$ cat src/rtl/exc_sched.sv
//------------------------------------------------------------------------------
// Module      : exc_sched
// Description : Exception/interrupt/ERET commit scheduler. Prioritises the
//               mem-stage cause, pulses the CP0 commit, flushes, then holds a
//               redirect until fetch accepts it. Optional macro
//               EXC_HWINT_SYNC_EN adds a 2-flop synchronizer on ext_int.
// Revision    : 1.0 - initial release
//------------------------------------------------------------------------------
`default_nettype none

module exc_sched #(
    parameter int          FLUSH_CYCLES = 2,
    parameter logic [31:0] EXC_VECTOR   = 32'hBFC0_0380
) (
    input  logic        clk,
    input  logic        rst,
    input  logic        mem_valid,
    input  logic [31:0] mem_pc,
    input  logic        mem_delayslot,
    input  logic [6:0]  mem_exc,
    input  logic        mem_is_eret,
    input  logic [31:0] mem_pc_badva,
    input  logic [31:0] mem_ls_badva,
    input  logic [5:0]  ext_int,
    input  logic        timer_interrupt,
    input  logic        cp0_status_ie,
    input  logic        cp0_status_exl,
    input  logic [7:0]  cp0_status_im,
    input  logic [1:0]  cp0_cause_ip_sw,
    input  logic [31:0] cp0_epc,
    input  logic        redirect_ready,
    output logic        exc_valid,
    output logic [4:0]  exc_code,
    output logic [31:0] exc_pc,
    output logic        exc_delayslot,
    output logic [31:0] exc_badvaddr,
    output logic        exc_eret,
    output logic        flush,
    output logic        stall_req,
    output logic        redirect_valid,
    output logic [31:0] redirect_pc
);

    localparam logic [1:0] c_idle     = 2'd0;
    localparam logic [1:0] c_flush    = 2'd1;
    localparam logic [1:0] c_redirect = 2'd2;
    localparam logic [3:0] c_cnt_init = 4'(FLUSH_CYCLES - 1);

    logic [1:0]  r_state;
    logic [1:0]  w_next_state;
    logic [3:0]  r_cnt;
    logic [31:0] r_target;
    logic [5:0]  w_ext_int_s;
    logic [7:0]  w_ip;
    logic        w_int_take;
    logic        w_exc_any;
    logic        w_take_exc;
    logic        w_take_eret;
    logic        w_take;
    logic [4:0]  w_code;
    logic [31:0] w_badva;

`ifdef EXC_HWINT_SYNC_EN
    logic [5:0] r_int_meta;
    logic [5:0] r_int_sync;

    always_ff @(posedge clk or negedge rst) begin
        if (!rst) begin
            r_int_meta <= 6'd0;
            r_int_sync <= 6'd0;
        end else begin
            r_int_meta <= ext_int;
            r_int_sync <= r_int_meta;
        end
    end

    assign w_ext_int_s = r_int_sync;
`else
    assign w_ext_int_s = ext_int;
`endif

    assign w_ip        = {w_ext_int_s[5] | timer_interrupt, w_ext_int_s[4:0], cp0_cause_ip_sw};
    assign w_int_take  = mem_valid & cp0_status_ie & ~cp0_status_exl & (|(w_ip & cp0_status_im));
    assign w_exc_any   = mem_valid & (|mem_exc);
    assign w_take_exc  = w_int_take | w_exc_any;
    assign w_take_eret = mem_valid & mem_is_eret & ~w_take_exc;
    assign w_take      = (r_state == c_idle) & (w_take_exc | w_take_eret);

    // mem_exc = {adel_if, ri, ov, sys, bp, adel_ld, ades}; interrupt outranks all
    always_comb begin
        w_code  = 5'h00;
        w_badva = 32'd0;
        if (w_int_take) begin
            w_code = 5'h00;
        end else if (mem_exc[6]) begin
            w_code  = 5'h04;
            w_badva = mem_pc_badva;
        end else if (mem_exc[5]) begin
            w_code = 5'h0A;
        end else if (mem_exc[4]) begin
            w_code = 5'h0C;
        end else if (mem_exc[3]) begin
            w_code = 5'h08;
        end else if (mem_exc[2]) begin
            w_code = 5'h09;
        end else if (mem_exc[1]) begin
            w_code  = 5'h04;
            w_badva = mem_ls_badva;
        end else if (mem_exc[0]) begin
            w_code  = 5'h05;
            w_badva = mem_ls_badva;
        end
    end

    always_ff @(posedge clk or negedge rst) begin
        if (!rst) begin
            r_state <= c_idle;
        end else begin
            r_state <= w_next_state;
        end
    end

    always_comb begin
        w_next_state = r_state;
        case (r_state)
            c_idle:     if (w_take) w_next_state = c_flush;
            c_flush:    if (r_cnt == 4'd0) w_next_state = c_redirect;
            c_redirect: if (redirect_ready) w_next_state = c_idle;
            default:    w_next_state = c_idle;
        endcase
    end

    // Flush counter and redirect target, both captured in the take cycle
    always_ff @(posedge clk or negedge rst) begin
        if (!rst) begin
            r_cnt    <= 4'd0;
            r_target <= 32'd0;
        end else if (w_take) begin
            r_cnt    <= c_cnt_init;
            r_target <= w_take_exc ? EXC_VECTOR : cp0_epc;
        end else if (r_state == c_flush && r_cnt != 4'd0) begin
            r_cnt <= r_cnt - 4'd1;
        end
    end

    // Outputs are forced low for as long as reset is held
    always_comb begin
        exc_valid      = 1'b0;
        exc_code       = 5'd0;
        exc_pc         = 32'd0;
        exc_delayslot  = 1'b0;
        exc_badvaddr   = 32'd0;
        exc_eret       = 1'b0;
        flush          = 1'b0;
        stall_req      = 1'b0;
        redirect_valid = 1'b0;
        redirect_pc    = 32'd0;
        if (rst) begin
            case (r_state)
                c_idle: begin
                    if (w_take_exc) begin
                        exc_valid     = 1'b1;
                        exc_code      = w_code;
                        exc_pc        = mem_pc;
                        exc_delayslot = mem_delayslot;
                        exc_badvaddr  = w_badva;
                    end
                    exc_eret = w_take_eret;
                    flush    = w_take;
                end
                c_flush: begin
                    flush     = 1'b1;
                    stall_req = 1'b1;
                end
                c_redirect: begin
                    stall_req      = 1'b1;
                    redirect_valid = 1'b1;
                    redirect_pc    = r_target;
                end
                default: begin
                    flush = 1'b0;
                end
            endcase
        end
    end

endmodule

`default_nettype wire

$ cat config.mk
export PLATFORM = sky130hd
export DESIGN_NAME = exc_sched
export DESIGN_NICKNAME = d
export VERILOG_FILES = /design/src/rtl/exc_sched.sv
export SDC_FILE = /design/constraint.sdc
export NUM_CORES = 1
export LEC_CHECK = 0
export ABC_AREA = 1
export CAP_MARGIN = 40
export CORE_AREA = 2 2 103 105
export DETAILED_ROUTE_END_ITERATION = 8
export DIE_AREA = 0 0 105 107
export PLACE_DENSITY = 0.77
export SETUP_SLACK_MARGIN = 0.02
export SLEW_MARGIN = 0
export SYNTH_ARGS = -nofsm -noshare
export SYNTH_HDL_FRONTEND = slang
export SYNTH_SLANG_ARGS = --single-unit
$ cat constraint.sdc
create_clock -name clk -period 4 [get_ports clk]
set_clock_uncertainty 0.1 [all_clocks]
set_input_delay 0.4 -clock clk [delete_from_list [all_inputs] [get_ports clk]]
set_output_delay 0.4 -clock clk [all_outputs]
set_load 0.05 [all_outputs]
==> impl_metrics.yaml, run 1 <==
logic_synthesis:
  yosysUniqueCellTypes: 27
  syn_nets: 616
  synth-seq-cells: 38
  synth_cells: 450
  yosysSeqAreaShare: 0.321
  yosys_warnings: 0
  synth_area_per_cell_um2: 6.59
  syn_area_um2: 2970
timing:
  rsz0062_at_grt: "false"
  setup_viol: 0
  period_needed_ns: 3.22
  period_share: 0.805
  hold_viol: 0
  clock.fmax_mhz: 311
  worst_slew_pin_slew_ns: 0.604
  maxSlewHeadroom: 0.597
  setup_tns_ns: 0
  slew_violations: 0
worst_setup_path:
  cp-endpoint: "exc_pc[29]"
  crit_fanout: 34
  cp-end-kind: "output pin"
  critPathArrivalTime_ns: 2.72
  critical_path_required_ns: 3.50
  reg2reg_depth: 6
  r2r_slack_ns: 2.11
  critPathKind: "in -> out"
  startpoint_type: "input port"
  critPathLaunch: "mem_valid"
  r2r_end: "r_cnt[2]$_DFFE_PN0P_"
  r2r_start: "r_state[0]$_DFFE_PN0P_"
floorplan:
  die_area_um2: 11200
  num_io_pins: 267
  core-area_um2: 10100
  start_util: 0.294
  dieHeight_um: 107
  rows: 37
  fp.dieW_um: 105
cts:
  numCtsBuffers: 5
  post_cts_buffers: 0
  cts_buffer_depth: 2
  cts_tree: "done"
  clkTransAtPathRegs_ns: 0.08
  cts_max_level: 2
  ctsResizeCount: 0
  insertion_delay_ns: 0.29
  clockRootBuffer: "clkbuf_8"
  clock-sinks: 38
  hold_buffers: 0
worst_hold_path:
  hold_class: "in -> async"
final_layout:
  num-nets-final: 869
  final_cell_mix: "clkdlybuf4s50_1, nor2_1, inv_1"
  final_common_cell: "clkdlybuf4s50_1"
  fin_cells: 841
  drive_gt1_frac: 0.180
  fin_util: 0.650
  fin_area_um2: 6560
  area_growth_pct: 121
drt:
  vias_per_cell: 4.40
  final_antenna_net_count: 0
  drt_iter0_drc: 143
  firstDrtPassIters: 4
  drcViolationCount: 0
  routed-via-count: 3700
  finalWirelength_um: 12200
  routedWlPerCell_um: 14.5
grt:
  grt_pass1_wl_um: 18800
  antenna_found_initial: 1
  grt.overflow.total: 0
  first_global_vias: 3777
  grtUsageTotal: 0.208
  grt_max_degree: 48
power_and_ir_drop:
  peakVddDrop_mv: 0.213
  p_per_area_nw_per_um2: 375
  leakagePower_nw: 2.96
placed_design:
  placedCellCount: 832
  dp.final_hpwl_um: 10200
  routabilityCongestion: 0.807
  port_buffers: 265
  placed_area_um2: 6420
outcome:
  status: "completed"
flow_run:
  drv_cap: 0
synthesized netlist by cell type (all sizes together):
master / count / area (um2)
nand2: 62 / 278
ha: 6 / 75.1
nand3: 10 / 72.6
buf: 19 / 133
clkbuf: 6 / 22.5
o21a: 1 / 7.51
clkinv: 1 / 5.00
o21ai: 36 / 248
nor2: 125 / 469
conb: 1 / 3.75
a22oi: 32 / 240
xor2: 1 / 8.76
a21oi: 3 / 15.0
dfrtp: 38 / 951
inv: 104 / 390
nand4: 4 / 40.0
a31oi: 1 / 6.26
kinds of logic after synthesis:
logic type	Yosys count	synth area share
other cells	1	0.00126
flops	38	0.321
compound gates	73	0.174
buf+inv	130	0.186
fa+ha+maj	6	0.0253
xor+xnor	1	0.00295
simple gates	201	0.290
final cells by class:
cell class	instances	area [um2]
Fill cell	846	3540
Timing Repair Buffer	271	3430
Tap cell	136	170
Clock buffer	5	68.8
Antenna cell	1	2.50
Multi-Input combinational cell	282	1470
Sequential cell	38	951
Clock inverter	3	68.8
Inverter	105	395
how the worst min path moves through the flow:
| stage | end | cells past startpoint | slack [ns] | startpoint |
|---|---|---|---|---|
| 2_1_floorplan | r_cnt[0]$_DFFE_PN0P_ | 0 | 0.004 | rst |
| 3_5_place_dp | r_target[27]$_DFFE_PN0P_ | 2 | 0.37 | r_target[27]$_DFFE_PN0P_ |
| 4_1_cts | r_target[3]$_DFFE_PN0P_ | 2 | 0.11 | rst |
| 6_report | r_target[30]$_DFFE_PN0P_ | 2 | 0.09 | rst |
| 3_3_place_gp | r_target[21]$_DFFE_PN0P_ | 2 | 0.37 | r_target[21]$_DFFE_PN0P_ |
| 5_1_grt | r_target[3]$_DFFE_PN0P_ | 2 | 0.12 | rst |
where the power goes:
part | internal, mW | total (mW) | switching [mW]
clock | 0.250 | 0.390 | 0.140
combinational | 0.625 | 1.47 | 0.844
sequential | 0.518 | 0.599 | 0.0818
state kept, by name, summed over array words and instances (netlist names):
signal    cells
r_cnt         4
r_target     32
r_state       2
stage by stage:
step | total power, mW | hold slack, ns | setup WS (ns)
after CTS | 2.48 | 0.106 | 0.752
after global routing | 2.62 | 0.125 | 0.579
after global placement | 2.02 | 0.369 | 0.835
final | 2.46 | 0.0938 | 0.780
after floorplan | 1.48 | 0.00441 | 1.67
after detailed placement | 2.08 | 0.373 | 0.760
critical path: stages:
cell and delay, ns:
clkdlybuf4s50_1 0.55, nand2_1 0.08, nor2_1 0.12, nand2_2 0.13, nand2_2 0.27, nand3_2 0.53
nor2_1 0.43, buf_12 0.18
per-layer routing:
| layer | track usage | vias up | part of all wire |
|---|---|---|---|
| met5 | 0 | - | 0 |
| met4 | 0.0714 | 0 | 0.026 |
| met3 | 0.0717 | 22 | 0.087 |
| met2 | 0.378 | 156 | 0.53 |
| met1 | 0.225 | 1665 | 0.35 |
| li1 | - | 1857 | - |
(Power assumes the default switching activity.)
==> run 2, diff against run 1 <==
- clock period: 4 -> 3.05 ns (I/O delays scaled with it)
==> run 2 against run 1 <==
  * Power up 35%
  * Worst setup slack worse by 0.45 ns
  * Combinational power up 38%
  * Count of clock-buffer cells in the layout unchanged
  * Non-clock buffer count up 4
  * Critical path type unchanged
==> impl_metrics.yaml, run 2 (synthesis gave the netlist of run 1 again) <==
drt:
  routed-via-count: 3830
  drt_iter0_drc: 251
  finalWirelength_um: 12400
  firstDrtPassIters: 4
  final_antenna_net_count: 0
  routedWlPerCell_um: 14.6
  vias_per_cell: 4.54
  drcViolationCount: 0
floorplan:
  num_io_pins: 267
  fp.dieW_um: 105
  core-area_um2: 10100
  start_util: 0.294
  die_area_um2: 11200
  dieHeight_um: 107
  rows: 37
power_and_ir_drop:
  peakVddDrop_mv: 0.293
  p_sw_frac: 0.430
  p_seq_frac: 0.236
  pwr-share-clk: 0.154
  p_per_area_nw_per_um2: 483
  power_switching_mw: 1.43
  power.internal_mw: 1.90
  leakagePower_nw: 3.12
  pwr-share-comb: 0.610
cts:
  cts_tree: "done"
  cts_max_level: 2
  clockRootBuffer: "clkbuf_8"
  insertion_delay_ns: 0.29
  cts_buffer_depth: 2
  ctsResizeCount: 0
  numCtsBuffers: 5
  clkTransAtPathRegs_ns: 0.08
  hold_buffers: 1
  clock-sinks: 38
  post_cts_buffers: 0
timing:
  hold_viol: 0
  slew_violations: 0
  setup_tns_ns: 0
  timing.final.ws_setup_ns: 0.328
  worst_slew_pin_slew_ns: 0.539
  setup_viol: 0
  period_needed_ns: 2.72
  rsz0062_at_grt: "false"
  maxSlewHeadroom: 0.639
  clock.fmax_mhz: 367
  period_share: 0.892
worst_setup_path:
  r2r_start: "r_state[1]$_DFFE_PN0P_"
  cp-end-kind: "output pin"
  r2r_end: "r_cnt[3]$_DFFE_PN0P_"
  reg2reg_depth: 7
  critPathKind: "in -> out"
  critical_path_required_ns: 2.64
  crit_fanout: 36
  startpoint_type: "input port"
  critPathArrivalTime_ns: 2.32
  r2r_slack_ns: 1.15
grt:
  first_global_vias: 4074
  grt_max_degree: 37
  grt.overflow.total: 0
  grt_pass1_wl_um: 19700
  grtUsageTotal: 0.218
  antenna_found_initial: 0
placed_design:
  placed_area_um2: 6750
  port_buffers: 265
  dp.final_hpwl_um: 10400
  place_ws_ns: 0.344
  routabilityCongestion: 0.808
final_layout:
  area_growth_pct: 133
  insertedDiodeCount: 0
  largest_reg_flops: 32
  reg.largest.list: "r_target (32), r_cnt (4), r_state (2)"
  top_register: "r_target"
  fin_area_um2: 6900
  drive_gt1_frac: 0.230
  num-nets-final: 873
  final_cell_mix: "clkdlybuf4s50_1, nor2_1, buf_12"
  final_common_cell: "clkdlybuf4s50_1"
flow_run:
  drv_cap: 0
outcome:
  status: "completed"
worst_hold_path:
  hold_class: "in -> async"
==> run 2: changes by cell type in the layout (fill, tap and decap cells not counted), sizes merged <==
cell           delta
buf              +36
clkdlybuf4s50    -33
diode             -1
dlygate4sd3       +1
==> run 2: power by group through the flow <==
| stage | clock network, mW | registers (mW) | logic, mW |
|---|---|---|---|
| floorplan | 0 | 0.769 | 1.17 |
| global placement | 0 | 0.782 | 1.97 |
| detailed placement | 0 | 0.796 | 2.03 |
| CTS | 0.518 | 0.787 | 2.04 |
| global route | 0.545 | 0.808 | 2.17 |
| finish | 0.513 | 0.787 | 2.03 |
==> run 2: worst max-delay path, cell delays in order <==
cell and delay (ns):
clkdlybuf4s50_1 0.56, nand2_1 0.08, nor2_1 0.11, nand2_2 0.13, nand2_2 0.13, nand4_4 0.40, nor2_1 0.40, buf_12 0.18
==> run 2: area by class of cell <==
type / count / area, um2
clock buffer: 5 / 68.8
clock inverter: 3 / 68.8
fill: 786 / 3200
inverter: 105 / 395
multi-input combinational: 282 / 1470
sequential: 38 / 951
tap: 136 / 170
timing repair buffer: 275 / 3780
==> run 2: worst max-delay path by stage <==
| stage | startpoint | endpoint | slack (ns) |
|---|---|---|---|
| 3_3_place_gp | mem_valid | exc_badvaddr[8] | 0.48 |
| 6_report | mem_valid | exc_badvaddr[13] | 0.33 |
| 4_1_cts | mem_valid | exc_badvaddr[22] | 0.33 |
| 2_1_floorplan | r_state[0]$_DFFE_PN0P_ | flush | 0.84 |
| 3_5_place_dp | mem_valid | exc_badvaddr[22] | 0.34 |
| 5_1_grt | mem_valid | exc_badvaddr[2] | 0.15 |
==> run 2: metrics by stage <==
step | hold WS [ns] | util | total power [mW] | std cells
2_1_floorplan | -0.0906 | - | 1.94 | 450
3_3_place_gp | 0.0914 | 0.669 | 2.75 | 835
3_5_place_dp | 0.107 | 0.669 | 2.83 | 835
4_1_cts | 0.358 | 0.683 | 3.35 | 844
5_1_grt | 0.374 | 0.683 | 3.53 | 844
6_report | 0.359 | 0.683 | 3.33 | 844
==> run 2: layer usage <==
metal  up-vias  global-route usage  share of wire
li1       1866                   -              -
met1      1782               0.245           0.37
met2       164               0.408           0.54
met3        18              0.0565          0.077
met4         0              0.0571          0.017
met5         -                   0              0
==> RTL edit: new RTL, settings of run 1 <==
Add a define of `EXC_HWINT_SYNC_EN`.
--- a/src/rtl/exc_sched.sv
+++ b/src/rtl/exc_sched.sv
@@ -7,6 +7,8 @@
 // Revision    : 1.0 - initial release
 //------------------------------------------------------------------------------
 `default_nettype none
+
+`define EXC_HWINT_SYNC_EN
 
 module exc_sched #(
     parameter int          FLUSH_CYCLES = 2,
Formal check against the unedited RTL: not equivalent (a bounded check fails within 4 cycles, from zero or initial values and one cycle with rst low).
==> RTL edit against run 1 <==
Cell area is 4.0% higher; first-iteration DRC count decreased by 7.7%; cell count grew 1.4%; area after synthesis is 8.8% higher; register-to-register slack got worse by 0.23 ns; sequential power increased by 21%; worst setup slack lost 0.14 ns; routed wire length increased by 3.4%; power up 3.6%; sequential cell count grew 12; core utilization grew 2.6 points; synthesized cell count is 2.7% higher; critical path type unchanged; largest power group unchanged; highest routed layer unchanged.
==> RTL edit: results (changes against run 1) <==
FF-to-FF End -> r_target[28]
Routing usage on met1 -> 0.213 (-0.0123)
First-pass GRT wire length -> 19.5 mm (+3.8%)
# placed instances -> 845 (+1.6%)
GRT Total Usage -> 0.218 (+0.00966)
Final std cells w/o fill -> 853 (+1.4%)
Worst R2R Start -> r_int_sync[3]
Worst path arrival time -> 2.86 ns (+0.14 ns)
Diodes inserted -> 0 (-1)
Drt total wl -> 12.6 mm (+3.4%)
Clock-pin transition on the worst setup and hold timing paths -> 0.10 ns (+0.02 ns)
Max_slew headroom -> 0.554 (-0.0431)
P_int -> 1450 µW (+4.1%)
XOR/XNOR Fraction of Synth Area -> 0.00271 (-0.000239)
Compound-Gate Fraction of Synth Area -> 0.160 (-0.0141)
Share of post-route cells with drive strength above 1 -> 0.169 (-0.0116)
Adder-cell area share of the yosys netlist -> 0.0233 (-0.00205)
Pleak -> 0.00309 µW (+4.5%)
R2R setup slack -> 1.88 ns (-0.23 ns)
Largest net degree at the start of global routing -> 55 (+15%)
Vias in the first global route -> 4085 (+8.2%)
Via density -> 4.54 (+3.1%)
Clock share of power -> 0.144 (-0.015)
Sequential Power -> 725 µW (+21%)
Commonest cells post-synth -> nor2_1 (125), inv_1 (104), dfrtp_1 (50), nand2_1 (50), a22oi_1 (32)
Status -> finished clean
Unique cell type count in the Yosys netlist -> 28 (+3.7%)
DP Area -> 6700 µm² (+4.5%)
Met2 WL post-DR -> 6.82 mm (+4.5%)
Register area share after synthesis -> 0.388 (+0.0671)
Syn Area/Cell -> 6.98 µm² (+6.0%)
Post-DP HPWL -> 10.6 mm (+4.0%)
Top flop regs -> r_target (32), r_int_meta (6), r_int_sync (6)
Metal-1 WL -> 4.23 mm (-1.6%)
Syn Nets -> 628 (+1.9%)
Iter 0 DRT Violations -> 132 (-7.7%)
R2R depth -> 9 (+3)
Top post-synthesis cells by area -> dfrtp_1 (39%), nor2_1 (15%), inv_1 (12%)
Metal3 WL -> 1.35 mm (+28%)
## RTL edit: cell types whose count changed after synthesis, sizes merged
cell,change
buf,-1
clkbuf,+1
dfrtp,+12
## RTL edit: area by class of cell
class	instances	area, µm²
timing repair buffer	272	3450
fill	810	3270
multi-input combinational	282	1440
sequential	50	1250
inverter	105	395
tap	136	170
clock buffer	5	68.8
clock inverter	3	48.8
## RTL edit: how the worst min path moves through the flow
| stage | from | end | slack (ns) | depth (start not counted) |
|---|---|---|---|---|
| after global routing | rst | r_state[0] | 0.16 | 2 |
| after detailed placement | r_int_meta[5] | r_int_sync[5] | 0.24 | 0 |
| after CTS | rst | r_state[0] | 0.15 | 2 |
| final | rst | r_state[0] | 0.14 | 2 |
| after floorplan | rst | r_cnt[0] | 0.004 | 0 |
| after global placement | r_int_meta[0] | r_int_sync[0] | 0.23 | 0 |
